<file path="src/rtl/tenthirty_ctrl.sv">
// Ten-and-a-half game controller: draws cards from the LUT, scores player/dealer, decides rounds.
// Latency: pip one cycle after the button; score updates the cycle after number is valid (LUT_LAT after pip).
// Backpressure: none; buttons arriving while a draw is in flight or in an ignoring state are dropped.
module tenthirty_ctrl #(
    parameter int LUT_LAT   = 1,
    parameter int MAX_CARDS = 5,
    parameter int ROUNDS    = 4
) (
    input  logic       clk,
    input  logic       rst,
    input  logic       btn_m,
    input  logic       btn_r,
    input  logic [3:0] number,
    output logic       pip,
    output logic [5:0] player_pts,
    output logic [5:0] dealer_pts,
    output logic [3:0] last_card,
    output logic       last_owner,
    output logic [1:0] round_idx,
    output logic [2:0] led
);

    typedef enum logic [3:0] {
        IDLE, P_REQ, P_WAIT, P_HOLD, D_TURN, D_REQ, D_WAIT, D_HOLD, RESULT, DONE
    } state_t;

    localparam logic [1:0] LAT_C  = 2'(LUT_LAT);
    localparam logic [2:0] MAX_C  = 3'(MAX_CARDS);
    localparam logic [1:0] LAST_R = 2'(ROUNDS - 1);

    state_t     r_state;
    state_t     w_next;
    logic       w_pip;
    logic       w_take;
    logic       w_new_round;
    logic [5:0] w_val;
    logic       w_p_bust;
    logic       w_d_bust;
    logic       w_player_wins;

    logic [1:0] r_wait_cnt;
    logic [2:0] r_p_cnt;
    logic [2:0] r_d_cnt;
    logic [5:0] r_player_pts;
    logic [5:0] r_dealer_pts;
    logic [3:0] r_last_card;
    logic       r_last_owner;
    logic [1:0] r_round;
    logic [2:0] r_led;

    // Card value in half-points: pip cards count double, faces and out-of-range codes count one.
    always_comb begin
        w_val = 6'd1;
        if (number >= 4'd1 && number <= 4'd10) begin
            w_val = {1'b0, number, 1'b0};
        end
    end

    assign w_p_bust      = r_player_pts > 6'd21;
    assign w_d_bust      = r_dealer_pts > 6'd21;
    // A player bust always loses; ties go to the dealer.
    assign w_player_wins = !w_p_bust && (w_d_bust || (r_player_pts > r_dealer_pts));

    // State register.
    always_ff @(posedge clk) begin
        if (rst) begin
            r_state <= IDLE;
        end else begin
            r_state <= w_next;
        end
    end

    // Next-state logic with draw request, card capture and new-round strobes.
    always_comb begin
        w_next      = r_state;
        w_pip       = 1'b0;
        w_take      = 1'b0;
        w_new_round = 1'b0;
        case (r_state)
            IDLE:   if (btn_m) w_next = P_REQ;
            P_REQ: begin
                w_pip  = 1'b1;
                w_next = P_WAIT;
            end
            P_WAIT: if (r_wait_cnt == LAT_C) begin
                w_take = 1'b1;
                w_next = P_HOLD;
            end
            P_HOLD: begin
                if (w_p_bust)              w_next = RESULT;
                else if (r_p_cnt == MAX_C) w_next = D_TURN;
                else if (btn_m)            w_next = P_REQ;
                else if (btn_r)            w_next = D_TURN;
            end
            D_TURN: if (btn_m) w_next = D_REQ;
            D_REQ: begin
                w_pip  = 1'b1;
                w_next = D_WAIT;
            end
            D_WAIT: if (r_wait_cnt == LAT_C) begin
                w_take = 1'b1;
                w_next = D_HOLD;
            end
            D_HOLD: begin
                if (w_d_bust)              w_next = RESULT;
                else if (r_d_cnt == MAX_C) w_next = RESULT;
                else if (btn_m)            w_next = D_REQ;
                else if (btn_r)            w_next = RESULT;
            end
            RESULT: if (btn_m) begin
                if (r_round == LAST_R) begin
                    w_next = DONE;
                end else begin
                    w_next      = P_REQ;
                    w_new_round = 1'b1;
                end
            end
            DONE:    w_next = DONE;
            default: w_next = IDLE;
        endcase
    end

    // Datapath: LUT wait counter, score accumulation, round bookkeeping and LEDs.
    always_ff @(posedge clk) begin
        if (rst) begin
            r_wait_cnt   <= 2'd0;
            r_p_cnt      <= 3'd0;
            r_d_cnt      <= 3'd0;
            r_player_pts <= 6'd0;
            r_dealer_pts <= 6'd0;
            r_last_card  <= 4'd0;
            r_last_owner <= 1'b0;
            r_round      <= 2'd0;
            r_led        <= 3'd0;
        end else begin
            // The pip cycle counts as the first cycle of LUT latency.
            if (r_state == P_REQ || r_state == D_REQ) begin
                r_wait_cnt <= 2'd1;
            end else if ((r_state == P_WAIT || r_state == D_WAIT) && !w_take) begin
                r_wait_cnt <= r_wait_cnt + 2'd1;
            end

            if (w_take) begin
                r_last_card <= number;
                if (r_state == P_WAIT) begin
                    r_player_pts <= r_player_pts + w_val;
                    r_p_cnt      <= r_p_cnt + 3'd1;
                    r_last_owner <= 1'b0;
                end else begin
                    r_dealer_pts <= r_dealer_pts + w_val;
                    r_d_cnt      <= r_d_cnt + 3'd1;
                    r_last_owner <= 1'b1;
                end
            end

            // Winner latched on entry to RESULT, from the final hold-state scores.
            if (r_state != RESULT && w_next == RESULT) begin
                r_led[1:0] <= {w_player_wins, !w_player_wins};
            end

            if (w_new_round) begin
                r_player_pts <= 6'd0;
                r_dealer_pts <= 6'd0;
                r_p_cnt      <= 3'd0;
                r_d_cnt      <= 3'd0;
                r_led[1:0]   <= 2'b00;
                r_round      <= r_round + 2'd1;
            end

            if (r_state == RESULT && w_next == DONE) begin
                r_led[2] <= 1'b1;
            end
        end
    end

    assign pip        = w_pip;
    assign player_pts = r_player_pts;
    assign dealer_pts = r_dealer_pts;
    assign last_card  = r_last_card;
    assign last_owner = r_last_owner;
    assign round_idx  = r_round;
    assign led        = r_led;

endmodule

</file>
<file path="config.mk">
export PLATFORM = sky130hd
export DESIGN_NAME = tenthirty_ctrl
export DESIGN_NICKNAME = d
export VERILOG_FILES = /design/src/rtl/tenthirty_ctrl.sv
export SDC_FILE = /design/constraint.sdc
export NUM_CORES = 1
export LEC_CHECK = 0
export BUFFER_PORTS_ARGS = -buffer_cell sky130_fd_sc_hd__buf_4
export CAP_MARGIN = 20
export CORE_AREA = 4 4 79 81
export CTS_BUF_LIST = sky130_fd_sc_hd__clkbuf_2 sky130_fd_sc_hd__clkbuf_4 sky130_fd_sc_hd__clkbuf_8
export DETAILED_ROUTE_END_ITERATION = 7
export DIE_AREA = 0 0 83 85
export GPL_TIMING_DRIVEN = 0
export MAX_ROUTING_LAYER = met4
export PLACE_DENSITY_LB_ADDON = 0.3
export SETUP_SLACK_MARGIN = 0.02
export SYNTH_ARGS = -nofsm -noshare
export SYNTH_HDL_FRONTEND = slang
export SYNTH_SLANG_ARGS = --single-unit
</file>
<file path="constraint.sdc">
create_clock -name clk -period 6.72 [get_ports clk]
set_clock_uncertainty 0.05 [all_clocks]
set_input_delay 0.672 -clock clk [delete_from_list [all_inputs] [get_ports clk]]
set_output_delay 0.672 -clock clk [all_outputs]
set_load 0.005 [all_outputs]
</file>
==> flow_summary_export.csv <==
group,metric,value,unit
global_routing,antenna_found_initial,0,
timing,post-route-min-period,2.654,ns
drt,drtAntennaViolNets,0,
critical_path,crit_arrival,2.82,ns
power,power.density,172.1,mW/mm^2
global_routing,grt_use_total,14.29,%
drt,drt_first_iter_violations,41,
floorplan,dieArea,0.007055,sq mm
synthesis,synth-edff-count,0,
finish,fin_nets,311,
drt,vias,1788,
floorplan,die_y,85,um
clocking,clockRootBuffer,"clkbuf_8",
placed_design,portBuffers,30,
synthesis,synth_warnings,0,
floorplan,initial_core_util,39.55,%
drt,via_per_inst,5.080,
clocking,cts_buffers,5,
power,power.leakage,1.135,nW
floorplan,rows,27,
synthesis,synth-seq-cells,34,
clocking,cts_sinks,34,
drt,avgRoutedWirePerCell,13.11,um
critical_path,critical_path_class,"in2reg",
timing,drv_slew,0,
critical_path,r2r_slack,4.88,ns
synthesis,synth_common_cells,"dfxtp_1, nor2_1, ha_1",
synthesis,yosysSeqAreaShare,31.45,%
synthesis,synth_async_sr_flop_share,0,%
timing,fin_crit_sh,39.50,%
synthesis,yosys.area_share.simple,19.25,%
clocking,cts_tree,"done",
placed_design,hpwl,3.549,mm
global_routing,grt_pass1_vias,1829,
critical_path,path_cells,"buf_4 -> or4_1 -> o21ai_0 -> nor2_1 -> fa_1 -> a21o_1 -> a21oi_1 -> xnor2_1 -> nand2_1 -> a21oi_1",
finish,regArea,680.7,sq um
clocking,clkTransAtPathRegs,0.07,ns
clocking,h-tree-depth,2,
critical_path,cp.required,6.89,ns
synthesis,synthAdderAreaFrac,14.57,%
synthesis,synth_area,0.002165,sq mm
synthesis,synth_nets,274,
drt,dr.pass1.iters,4,
clocking,clk_path_buf_depth,2,
critical_path,slowest_delay,0.50,ns
critical_path,worst_path_max_delay_cell,"or4_1",
critical_path,end_kind,"flop",
clocking,cts_hold_buf,0,
min_path,hp-class,"reg2reg",
clocking,post_cts_resized,0,
clocking,clkLatencyLatePin,0.28,ns
job,maxCapViolations,0,
timing,fin_setup_tns,0,ns
timing,worstMarginPinSlew,0.4466,ns
finish,nFillCells,566,
critical_path,cp_max_fo,5,
synthesis,synth_most_common_cell,"dfxtp_1",
finish,diodes,0,
timing,fmax,0.3767,GHz
global_routing,grt_overflow,0,
critical_path,crit_family,"simple AND/OR/NAND/NOR gates",
synthesis,synth_compound_area_share,19.65,%
finish,drive_gt1_share,21.79,%
clocking,cts_setup_buffers,0,
power,ir_worst_vdd,0.1534,mV
floorplan,die_width,83,um
synthesis,ys.flop_type,"dfxtp_1",
critical_path,crit_top_cell,"a21oi_1",
global_routing,grt_pass1_wl,8.204,mm
critical_path,cp_num_buf_inv,1,
synthesis,yosysTopAreaCell,"dfxtp_1",
synthesis,syn-instance-count,242,
timing,relSlewSlack,70.16,%
timing,rsz0062_at_grt,"no",
synthesis,synth-xor-area-share,5.260,%
floorplan,pin_count,31,
drt,drc,0,
global_routing,grt_max_degree,11,
floorplan,core-area,0.005473,sq mm
synthesis,synth_top_family_by_area,"compound AO/OA/AOI/OAI gates",
drt,finalWirelength,4.615,mm
synthesis,synth.top_cell.area_share,31.45,%
finish,syn2layout_area_growth,18.96,%
timing,finalSetupViolCount,0,
outcome,status,"completed",
synthesis,synth_mux_area_share,3.699,%
synthesis,ys_types,52,
timing,hold_slack,0.4255,ns
critical_path,start_kind,"primary input",
timing,finalHoldViolCount,0,
placed_design,gp_congestion,0.8538,
synthesis,netlist_top_cells_area,"dfxtp_1, ha_1, nor2_1, a21oi_1, mux2i_1",
finish,multi_input_area,0.001351,sq mm
synthesis,postSynthAreaPerCell,8.945,sq um
[per-layer routing]
layer | track usage [%] | up-vias | wire length [um]
met3 | 3.301 | 6 | 155
met1 | 17.57 | 834 | 2213
met4 | 4.309 | 0 | 48
met5 | - | - | 0
met2 | 23.40 | 25 | 2198
li1 | - | 923 | -
[metrics by stage]
stage                     utilization [%]  worst slack [ns]  instance area (sq um)  total power, mW  instances
after detailed placement            45.31             3.769                   2480           0.2869        344
after CTS                           47.05             4.060                   2575           0.4499        352
after global placement              45.31             3.734                   2480           0.2857        344
final                               47.05             4.066                   2575           0.4432        352
after global routing                47.05             3.903                   2575           0.4670        352
after floorplan                         -             4.107                   2165           0.2667        242
[layout by cell type (no fill, tap or decap), types with 3 or more instances in the layout]
cell type / Yosys / layout
nand3b_1: 3 / 3
a21oi_1: 20 / 20
and2_1: 4 / 4
inv_1: 13 / 13
nand3_1: 4 / 4
nor3_1: 3 / 3
nor2_1: 29 / 29
xnor2_1: 8 / 8
mux2i_1: 8 / 8
dfxtp_1: 34 / 34
a211oi_1: 5 / 5
xor2_1: 5 / 5
nand2_2: 3 / 3
nand2_1: 15 / 15
a21o_1: 7 / 7
buf_6: 4 / 4
ha_1: 22 / 22
nand2b_1: 5 / 5
buf_4: 4 / 34
o21ai_0: 8 / 8
clkbuf_8: 0 / 6
[path summary, 6_finish.rpt]
kind | endpoint | cells past startpoint | from
setup / recovery | dealer_pts[4] | 10 | number[0]
hold / removal | round_idx[1] | 2 | round_idx[1]
setup reg to reg | dealer_pts[4] | 7 | dealer_pts[0]
hold reg to reg | round_idx[1] | 2 | round_idx[1]
[state kept, by name, indices dropped and copies added (netlist names)]
name	flops
player_pts	6
r_state	4
dealer_pts	6
round_idx	2
r_d_cnt	3
last_owner	1
led	3
r_wait_cnt	2
r_p_cnt	3
last_card	4
[power breakdown]
part           leakage (nW)  total [mW]  internal [mW]  switching, mW
Sequential            0.275       0.212          0.207        0.00499
Clock                0.0517       0.162         0.0868         0.0748
Combinational         0.808      0.0694         0.0329         0.0365
[logic make-up after synthesis]
logic type	Yosys count
buffers and inverters	23
AND/OR/NAND/NOR	81
flip-flops	34
adder cells (fa/ha/maj)	24
multiplexers	8
AO/OA/AOI/OAI	59
XOR/XNOR	13
[area by class of cell]
| type | count | area share, % |
|---|---|---|
| tap | 72 | 3.499 |
| timing repair buffer | 30 | 8.746 |
| clock buffer | 7 | 3.499 |
| inverter | 13 | 1.895 |
| sequential | 34 | 26.43 |
| buffer | 10 | 3.256 |
| multi-input combinational | 185 | 52.48 |
| clock inverter | 1 | 0.1944 |
[worst reg2reg max path: cells and delay by family, from the launching register on]
kind                     cells  cell delay, ns
AO/OA/AOI/OAI                3            0.47
flip-flops                   1            0.35
AND/OR/NAND/NOR              1            0.07
adder cells (fa/ha/maj)      2            0.69
XOR/XNOR                     1            0.14
Note: power is estimated with default switching activity, not from simulation.
